<file path="src/rtl/seq_detect_param.sv">
// ---------------------------------------------------------------------------
// seq_detect_param
//
// Purpose:
//   Serial sequence detector with a runtime-programmable pattern and length.
//   Matches may be overlapping or non-overlapping. A saturating match counter
//   keeps a running total of matches.
//
// Parameters:
//   PAT_W  maximum pattern length in bits (>= 2)
//   CNT_W  match counter width
//   LEN_W  width of pat_len, derived from PAT_W
//
// Ports:
//   clk        rising-edge clock
//   rst_n      asynchronous active-low reset
//   cfg_load   latch pattern / pat_len / overlap this cycle
//   pattern    pattern bits; bit [pat_len-1] is received first, bit [0] last
//   pat_len    active pattern length, legal range 1..PAT_W
//   overlap    1 = overlapping matches allowed, 0 = non-overlapping
//   en         inp is valid this cycle
//   inp        serial data bit
//   clr_cnt    synchronous clear of match_cnt / cnt_sat
//   outp       one-cycle match pulse, registered
//   match_cnt  saturating number of matches
//   cnt_sat    match_cnt is all-ones
//   cfg_valid  a legal configuration is loaded and detection is running
//   cfg_err    the most recent cfg_load carried an illegal pat_len
// ---------------------------------------------------------------------------
module seq_detect_param #(
  parameter  int PAT_W = 8,
  parameter  int CNT_W = 8,
  localparam int LEN_W = $clog2(PAT_W + 1)
) (
  input  logic             clk,
  input  logic             rst_n,
  input  logic             cfg_load,
  input  logic [PAT_W-1:0] pattern,
  input  logic [LEN_W-1:0] pat_len,
  input  logic             overlap,
  input  logic             en,
  input  logic             inp,
  input  logic             clr_cnt,
  output logic             outp,
  output logic [CNT_W-1:0] match_cnt,
  output logic             cnt_sat,
  output logic             cfg_valid,
  output logic             cfg_err
);

  localparam logic [LEN_W-1:0] PAT_W_L = LEN_W'(PAT_W);

  typedef enum logic {
    IDLE,
    DETECT
  } state_e;

  state_e             state_q, state_d;
  logic [PAT_W-1:0]   hist_q, hist_d;
  logic [LEN_W-1:0]   fill_q, fill_d;
  logic [PAT_W-1:0]   pat_q, pat_d;
  logic [LEN_W-1:0]   len_q, len_d;
  logic               ovl_q, ovl_d;
  logic               outp_q, outp_d;
  logic [CNT_W-1:0]   cnt_q, cnt_d;
  logic               err_q, err_d;

  logic [PAT_W-1:0]   hist_shift;
  logic [LEN_W-1:0]   fill_inc;
  logic [PAT_W-1:0]   len_mask;
  logic               cfg_legal;
  logic               hit;

  // State register; reset wipes history and configuration so that nothing
  // received before reset can ever contribute to a match.
  always_ff @(posedge clk or negedge rst_n) begin
    if (!rst_n) begin
      state_q <= IDLE;
      hist_q  <= '0;
      fill_q  <= '0;
      pat_q   <= '0;
      len_q   <= '0;
      ovl_q   <= 1'b0;
      outp_q  <= 1'b0;
      cnt_q   <= '0;
      err_q   <= 1'b0;
    end else begin
      state_q <= state_d;
      hist_q  <= hist_d;
      fill_q  <= fill_d;
      pat_q   <= pat_d;
      len_q   <= len_d;
      ovl_q   <= ovl_d;
      outp_q  <= outp_d;
      cnt_q   <= cnt_d;
      err_q   <= err_d;
    end
  end

  // Match evaluation looks at the history as it will be after accepting inp.
  // The fill count guards against matching on stale or cleared history bits;
  // only the low len_q bits of history and pattern take part in the compare.
  always_comb begin
    hist_shift = {hist_q[PAT_W-2:0], inp};
    fill_inc   = (fill_q == PAT_W_L) ? fill_q : fill_q + 1'b1;
    len_mask   = '0;
    for (int i = 0; i < PAT_W; i++) begin
      len_mask[i] = (LEN_W'(i) < len_q);
    end
    hit       = (fill_inc >= len_q) && (((hist_shift ^ pat_q) & len_mask) == '0);
    cfg_legal = (pat_len != '0) && (pat_len <= PAT_W_L);
  end

  // Next-state logic. A configuration load takes priority over a data bit in
  // the same cycle (the bit is dropped). An illegal load drops to IDLE but
  // keeps the previous configuration registers. The counter clear is applied
  // last so it overrides a simultaneous increment while outp still pulses.
  always_comb begin
    state_d = state_q;
    hist_d  = hist_q;
    fill_d  = fill_q;
    pat_d   = pat_q;
    len_d   = len_q;
    ovl_d   = ovl_q;
    outp_d  = 1'b0;
    cnt_d   = cnt_q;
    err_d   = err_q;

    if (cfg_load) begin
      if (cfg_legal) begin
        pat_d   = pattern;
        len_d   = pat_len;
        ovl_d   = overlap;
        hist_d  = '0;
        fill_d  = '0;
        err_d   = 1'b0;
        state_d = DETECT;
      end else begin
        err_d   = 1'b1;
        state_d = IDLE;
      end
    end else if (en && (state_q == DETECT)) begin
      hist_d = hist_shift;
      fill_d = fill_inc;
      if (hit) begin
        outp_d = 1'b1;
        if (cnt_q != '1) begin
          cnt_d = cnt_q + 1'b1;
        end
        if (!ovl_q) begin
          fill_d = '0;
        end
      end
    end

    if (clr_cnt) begin
      cnt_d = '0;
    end
  end

  assign outp      = outp_q;
  assign match_cnt = cnt_q;
  assign cnt_sat   = &cnt_q;
  assign cfg_valid = (state_q == DETECT);
  assign cfg_err   = err_q;

endmodule
</file>
<file path="config.mk">
export PLATFORM = sky130hd
export DESIGN_NAME = seq_detect_param
export DESIGN_NICKNAME = d
export VERILOG_FILES = /design/src/rtl/seq_detect_param.sv
export SDC_FILE = /design/constraint.sdc
export NUM_CORES = 1
export LEC_CHECK = 0
export CAP_MARGIN = 20
export CORE_ASPECT_RATIO = 0.7
export CORE_MARGIN = 1
export CORE_UTILIZATION = 39
export DETAILED_ROUTE_END_ITERATION = 16
export PLACE_DENSITY = 0.71
export RECOVER_POWER = 50
export SLEW_MARGIN = 20
export SYNTH_ARGS = -nofsm -noshare
export SYNTH_HDL_FRONTEND = slang
export SYNTH_SLANG_ARGS = --single-unit
</file>
<file path="constraint.sdc">
create_clock -name clk -period 8.29 [get_ports clk]
set_input_delay 1.2435 -clock clk [delete_from_list [all_inputs] [get_ports clk]]
set_output_delay 1.2435 -clock clk [all_outputs]
set_load 0.05 [all_outputs]
</file>
==> flow_metrics.py, run 1 <==
metrics = {
    "status": {
        "status": "finished, violations left",
        "violations": "max-capacitance violations, max-slew violations",
    },
    "place": {
        "postPlaceCellArea_mm2": 0.00223,
        "portBuffers": 30,
        "dp_hpwl_mm": 2.56,
        "gp_congestion": 0.859,
    },
    "worst_setup_path": {
        "worstPathBufferInverterCount": 2,
        "max_stage_delay_ps": 650,
        "path_delay_family": "simple AND/OR/NAND/NOR gates",
        "cp_slowest_cell": "dlygate4sd3_1",
        "r2r-start": "fill_q[0]$_DFFE_PN0P_",
        "crit_chain": "dlygate4sd3_1, nand3b_1, a2111oi_4, nand3_4, inv_2, and4_1, mux2_1",
        "arrival_ps": 3590,
        "cp.required_ps": 8460,
        "cp-endpoint": "match_cnt[4]$_DFFE_PN0P_",
        "rrSetupSlack_ps": 5430,
        "ff2ff_path_depth": 13,
        "worstSetupPathDepth": 7,
        "cp-start-kind": "input pin",
        "worst-setup-path-type": "in2reg",
        "cp-end-kind": "register",
        "r2r_end": "match_cnt[4]$_DFFE_PN0P_",
        "crit_path_max_fanout": 9,
        "cp-startpoint": "cfg_load",
    },
    "routing": {
        "drt-total-wl_mm": 3.48,
        "drt_iter0_markers": 69,
        "drtAntennaViolNets": 0,
        "detail_route.vias_per_cell": 5.28,
        "first_pass_iters": 4,
        "drc": 0,
        "wl_per_cell_um": 13.3,
        "via_count": 1383,
    },
    "synthesis": {
        "synth-edff-count": 0,
        "ys_seq_elements": 35,
        "synth_nets": 201,
        "yosysMostFrequentCell": "dfrtp_1",
        "syn_area_mm2": 0.00188,
        "ys_warn_count": 0,
        "synth_ff_type": "dfrtp_1",
        "syn_inst": 175,
        "synth_largest_area_cell": "dfrtp_1",
        "ys_async_sr_fraction_pct": 100,
        "yosys-top-cells-count": "dfrtp_1 (35), nand2_1 (21), mux2_1 (15)",
        "synth_top_area_share_pct": 46.5,
        "synth_cell_types": 42,
        "seq_area_frac_synth_pct": 46.5,
        "synth_area_leaders": "dfrtp_1 (47%), mux2_1 (9.0%), ha_1 (4.7%)",
        "synth_area_per_cell_um2": 10.8,
    },
    "cells_and_area": {
        "postLayoutCellArea_mm2": 0.00229,
        "drive_above_1_share_pct": 6.76,
        "fin_nets": 234,
        "n_antenna_cell": 0,
        "multi_input_area_um2": 941,
        "nFillCells": 414,
        "regArea_um2": 876,
        "syn2layout_area_growth_pct": 21.7,
    },
    "sta": {
        "period_share_pct": 41.3,
        "worst_slew_pin_slew_ps": 1850,
        "maxSlewViolCount": 36,
        "slew-limit-headroom_pct": -23.5,
        "tns_ps": 0,
        "holdWs_ps": 487,
        "fin_skew_ps": 7.73,
        "rsz0062_at_grt": "false",
        "setup_violations": 0,
        "min_period_ps": 3420,
        "hold_viol_final": 0,
        "clock.fmax_ghz": 0.292,
    },
    "global_routing": {
        "overflow": 0,
        "grt_first_pass_wirelength_mm": 5.96,
        "track_usage_pct": 15.4,
        "grt_pass1_vias": 1269,
        "grt_max_degree": 36,
        "antenna_found_initial": 0,
    },
    "pwr": {
        "ir_drop_mv": 0.0872,
        "powerDensity_mw_per_mm2": 176,
        "total_power_mw": 0.402,
        "leakage_nw": 0.972,
    },
    "floorplan": {
        "dieArea_mm2": 0.00511,
        "io_pins": 31,
        "rows": 20,
        "dieHeight_um": 60.1,
        "die_x_um": 85.1,
        "core_mm2": 0.00448,
        "start_util_pct": 42.0,
    },
    "clock_tree": {
        "cts_hold_buffers": 0,
        "cts_tree": "built",
        "clockBufferDepth": 2,
        "cts_sinks": 35,
        "post_cts_buffers": 0,
        "cts_buffers": 5,
        "clockRootBuffer": "clkbuf_8",
        "insertion_delay_ps": 280,
        "cts_max_level": 2,
        "cts-resized-gates": 0,
        "clk_pin_slew_ps": 70,
    },
    "min_path": {
        "hp-class": "reg2reg",
    },
    "flow_run": {
        "cap_viol_max_count": 1,
    },
}
==> sequential cells by signal, summed over array words and instances, names as in the netlist <==
signal	count
cfg_err	1
cfg_valid	1
fill_q	4
hist_q	7
len_q	4
match_cnt	8
outp	1
ovl_q	1
pat_q	8
==> final cells by class <==
class,count,area share [%]
Timing Repair Buffer,31,13.3
Inverter,8,1.31
Sequential cell,35,38.2
Tap cell,55,3.00
Multi-Input combinational cell,127,41.0
Clock buffer,6,3.17
==> worst min-delay path by stage <==
stage	from	to	slack [ps]	cells past startpoint
floorplan	ovl_q$_DFFE_PN0P_	ovl_q$_DFFE_PN0P_	460	1
global route	cfg_err$_DFFE_PN0P_	cfg_err$_DFFE_PN0P_	530	1
detailed placement	cfg_err$_DFFE_PN0P_	cfg_err$_DFFE_PN0P_	480	1
CTS	cfg_err$_DFFE_PN0P_	cfg_err$_DFFE_PN0P_	500	1
global placement	ovl_q$_DFFE_PN0P_	ovl_q$_DFFE_PN0P_	490	1
finish	cfg_err$_DFFE_PN0P_	cfg_err$_DFFE_PN0P_	490	1
==> routing by layer <==
layer	GRT usage (%)	vias to the layer above	part of all wire, %
li1	-	690	-
met1	21.1	667	51
met5	0	-	0
met2	23.4	21	44
met3	4.83	5	4.0
met4	5.08	0	1.2
==> per-stage QoR <==
stage	cells	setup WS (ps)	util, %
detailed placement	256	4950	49.8
finish	262	4870	51.2
CTS	262	5010	51.4
floorplan	175	5280	-
global route	262	4750	51.2
global placement	256	4990	49.8
==> layout by cell type, fill, tap and decap left out, types with 2 or more instances in the layout <==
cell / n
xnor2_1: 9
inv_1: 6
or4_1: 2
a22o_1: 3
nand3_1: 12
nor2_1: 7
nor2b_1: 4
o22ai_1: 2
o31ai_1: 2
mux2_1: 15
nand2b_1: 4
dfrtp_1: 35
nand2_1: 21
clkbuf_1: 2
nor3_1: 2
mux2i_1: 2
o21a_1: 2
ha_1: 7
clkbuf_8: 5
dlygate4sd3_1: 6
xor2_1: 2
o21ai_1: 2
clkdlybuf4s50_1: 24
a21oi_1: 12
==> worst register-to-register path, cell delays in order (launching register included) <==
cell,delay (ps)
dfrtp_1,400
inv_1,80
ha_1,190
nand2_1,80
nor2_1,50
xnor2_1,230
ha_1,270
nand2b_1,150
a2111oi_2,510
a2111oi_4,70
nand3_4,160
inv_2,60
and4_1,190
mux2_1,310
==> cells by family (layout without fill, tap and decap cells) <==
logic type | after synthesis | after routing | share of synthesized area (%)
compound gates | 31 | 31 | 12.1
fa+ha+maj | 7 | 7 | 4.65
mux | 17 | 17 | 10.0
simple gates | 61 | 61 | 18.5
xor+xnor | 11 | 11 | 5.12
flops | 35 | 35 | 46.5
buf+inv | 13 | 45 | 3.12
==> where the power goes <==
group          switching (mW)  leakage [nW]  total [mW]  internal (mW)
clock                  0.0548        0.0371       0.111         0.0559
combinational          0.0486         0.480      0.0910         0.0425
sequential             0.0146         0.455       0.201          0.186
No activity file was read; power rests on OpenSTA's default activity.
==> run 2, diff against run 1 <==
--- a/config.mk
+++ b/config.mk
@@ -10,7 +10,7 @@
 export CORE_MARGIN = 1
 export CORE_UTILIZATION = 39
 export DETAILED_ROUTE_END_ITERATION = 16
-export PLACE_DENSITY = 0.71
+export PLACE_DENSITY = 0.74
 export RECOVER_POWER = 50
 export SLEW_MARGIN = 20
 export SYNTH_ARGS = -nofsm -noshare
==> constraint.sdc (replaced) <==
create_clock -name clk -period 3.1 [get_ports clk]
set_input_delay 0.465 -clock clk [delete_from_list [all_inputs] [get_ports clk]]
set_output_delay 0.465 -clock clk [all_outputs]
set_load 0.05 [all_outputs]
==> run 2 against run 1 <==
  * The run still ends with max-capacitance violations, max-slew violations left
  * Clock-buffer cell count did not move
  * Register-to-register slack worse by 5200 ps
  * Sequential cell count unchanged
  * Combinational power increased to 2.7 times the previous value
  * Worst setup slack got worse by 4600 ps
  * Final cell count is 1.5% higher
  * Total power increased to 2.9 times the previous value
  * Critical path depth grew 6
  * First-iteration DRC count increased by 54%
  * Sequential share of layout area shrank 0.92 points
  * Via count down 0.65%
  * Highest routed layer unchanged
==> flow_metrics.py, run 2 (synthesis gave the netlist of run 1 again) <==
metrics = {
    "sta": {
        "fin_skew_ps": 6.41,
        "hold_viol_final": 0,
        "holdWs_ps": 483,
        "min_period_ps": 2880,
        "period_share_pct": 93.0,
        "worst_slew_pin_slew_ps": 1900,
        "tns_ps": 0,
        "clock.fmax_ghz": 0.347,
        "rsz0062_at_grt": "false",
        "setup_violations": 0,
        "slew-limit-headroom_pct": -26.9,
        "maxSlewViolCount": 36,
    },
    "place": {
        "gp_congestion": 0.823,
        "postPlaceCellArea_mm2": 0.00225,
        "portBuffers": 30,
        "dp_hpwl_mm": 2.72,
    },
    "pwr": {
        "ir_drop_mv": 0.203,
        "leakage_nw": 1.00,
        "total_power_mw": 1.18,
        "powerDensity_mw_per_mm2": 502,
    },
    "worst_setup_path": {
        "crit_path_max_fanout": 9,
        "cp-start-kind": "register",
        "cp.required_ps": 3280,
        "arrival_ps": 3060,
        "cp-end-kind": "register",
        "worst-setup-path-type": "reg2reg",
    },
    "clock_tree": {
        "cts_hold_buffers": 0,
        "cts_max_level": 2,
        "clk_pin_slew_ps": 60,
        "clockRootBuffer": "clkbuf_8",
        "cts_buffers": 5,
        "cts_tree": "built",
        "cts-resized-gates": 0,
        "post_cts_buffers": 0,
        "insertion_delay_ps": 290,
        "clockBufferDepth": 2,
        "cts_sinks": 35,
    },
    "global_routing": {
        "antenna_found_initial": 0,
        "grt_pass1_vias": 1319,
        "overflow": 0,
        "grt_max_degree": 36,
        "track_usage_pct": 16.8,
        "grt_first_pass_wirelength_mm": 6.37,
    },
    "status": {
        "status": "finished, violations left",
        "violations": "max-capacitance violations, max-slew violations",
    },
    "cells_and_area": {
        "postLayoutCellArea_mm2": 0.00235,
        "utilization_pct": 52.4,
        "layout_common_cells": "dfrtp_1 (35), clkdlybuf4s50_1 (28), nand2_1 (21)",
        "n_antenna_cell": 0,
        "layout_commonest_cell": "dfrtp_1",
        "drive_above_1_share_pct": 8.06,
        "nFillCells": 418,
        "syn2layout_area_growth_pct": 24.7,
        "fin_nets": 237,
    },
    "floorplan": {
        "core_mm2": 0.00448,
        "rows": 20,
        "dieHeight_um": 60.1,
        "io_pins": 31,
        "dieArea_mm2": 0.00511,
        "die_x_um": 85.1,
        "start_util_pct": 42.0,
    },
    "routing": {
        "drc": 0,
        "via_count": 1374,
        "drtAntennaViolNets": 0,
        "drt-total-wl_mm": 3.71,
        "wl_per_cell_um": 13.9,
        "first_pass_iters": 4,
        "drt_iter0_markers": 106,
        "detail_route.vias_per_cell": 5.17,
    },
    "min_path": {
        "hp-class": "reg2reg",
    },
    "flow_run": {
        "cap_viol_max_count": 1,
    },
}
==> run 2: cell count changes in the layout (fill, tap and decap cells not counted), sizes merged <==
cell,previous run,this run
clkdlybuf4s50,24,28
dlygate4sd3,6,2
buf,0,2
bufinv,0,1
clkbuf,7,8
==> run 2: critical path, stage by stage (launching register included) <==
cell	delay (ps)
dfrtp_1	390
inv_1	90
ha_1	200
nand2_1	80
nor2_1	50
xnor2_1	230
ha_1	270
nand2b_1	150
a2111oi_2	500
a2111oi_4	70
nand3_4	160
inv_2	60
and4_1	200
mux2_1	310
==> run 2: worst paths after layout <==
path / startpoint / to / slack [ps] / cells past startpoint
max: fill_q[0]$_DFFE_PN0P_ / match_cnt[4]$_DFFE_PN0P_ / 220 / 13
min: cfg_err$_DFFE_PN0P_ / cfg_err$_DFFE_PN0P_ / 480 / 1
max reg2reg: fill_q[0]$_DFFE_PN0P_ / match_cnt[4]$_DFFE_PN0P_ / 220 / 13
min reg2reg: cfg_err$_DFFE_PN0P_ / cfg_err$_DFFE_PN0P_ / 480 / 1
max in group asynchronous: rst_n / pat_q[7]$_DFFE_PN0P_ / 770 / 2
min in group asynchronous: rst_n / match_cnt[4]$_DFFE_PN0P_ / 1230 / 2
==> run 2: metal layers <==
layer | vias up | track usage (%) | share of wire, % | wire [um]
li1 | 694 | - | - | -
met1 | 658 | 24.1 | 53 | 1980
met2 | 20 | 23.6 | 41 | 1520
met3 | 2 | 5.80 | 4.6 | 169
met4 | 0 | 5.08 | 0.84 | 31
met5 | - | 0 | 0 | 0
==> run 2: area by class of cell <==
class | count | area [um^2] | share of cell area, %
clock buffers | 6 | 72.6 | 3.09
clock inverters | 1 | 30.0 | 1.28
inverters | 8 | 30.0 | 1.28
multi-input cells | 127 | 948 | 40.4
flip-flops and latches | 35 | 876 | 37.3
well taps | 55 | 68.8 | 2.93
repair buffers | 34 | 323 | 13.7
==> run 2: stage by stage <==
| step | cells | setup slack, ps |
|---|---|---|
| floorplan | 175 | 468 |
| global placement | 259 | 348 |
| detailed placement | 259 | 251 |
| CTS | 266 | 240 |
| global route | 266 | 68.5 |
| finish | 266 | 218 |
==> run 2: power by group <==
group          total (mW)  internal [mW]  switching (mW)  leakage (nW)
logic               0.248          0.117           0.131         0.494
registers           0.537          0.497          0.0399         0.455
clock network       0.392          0.235           0.157        0.0513
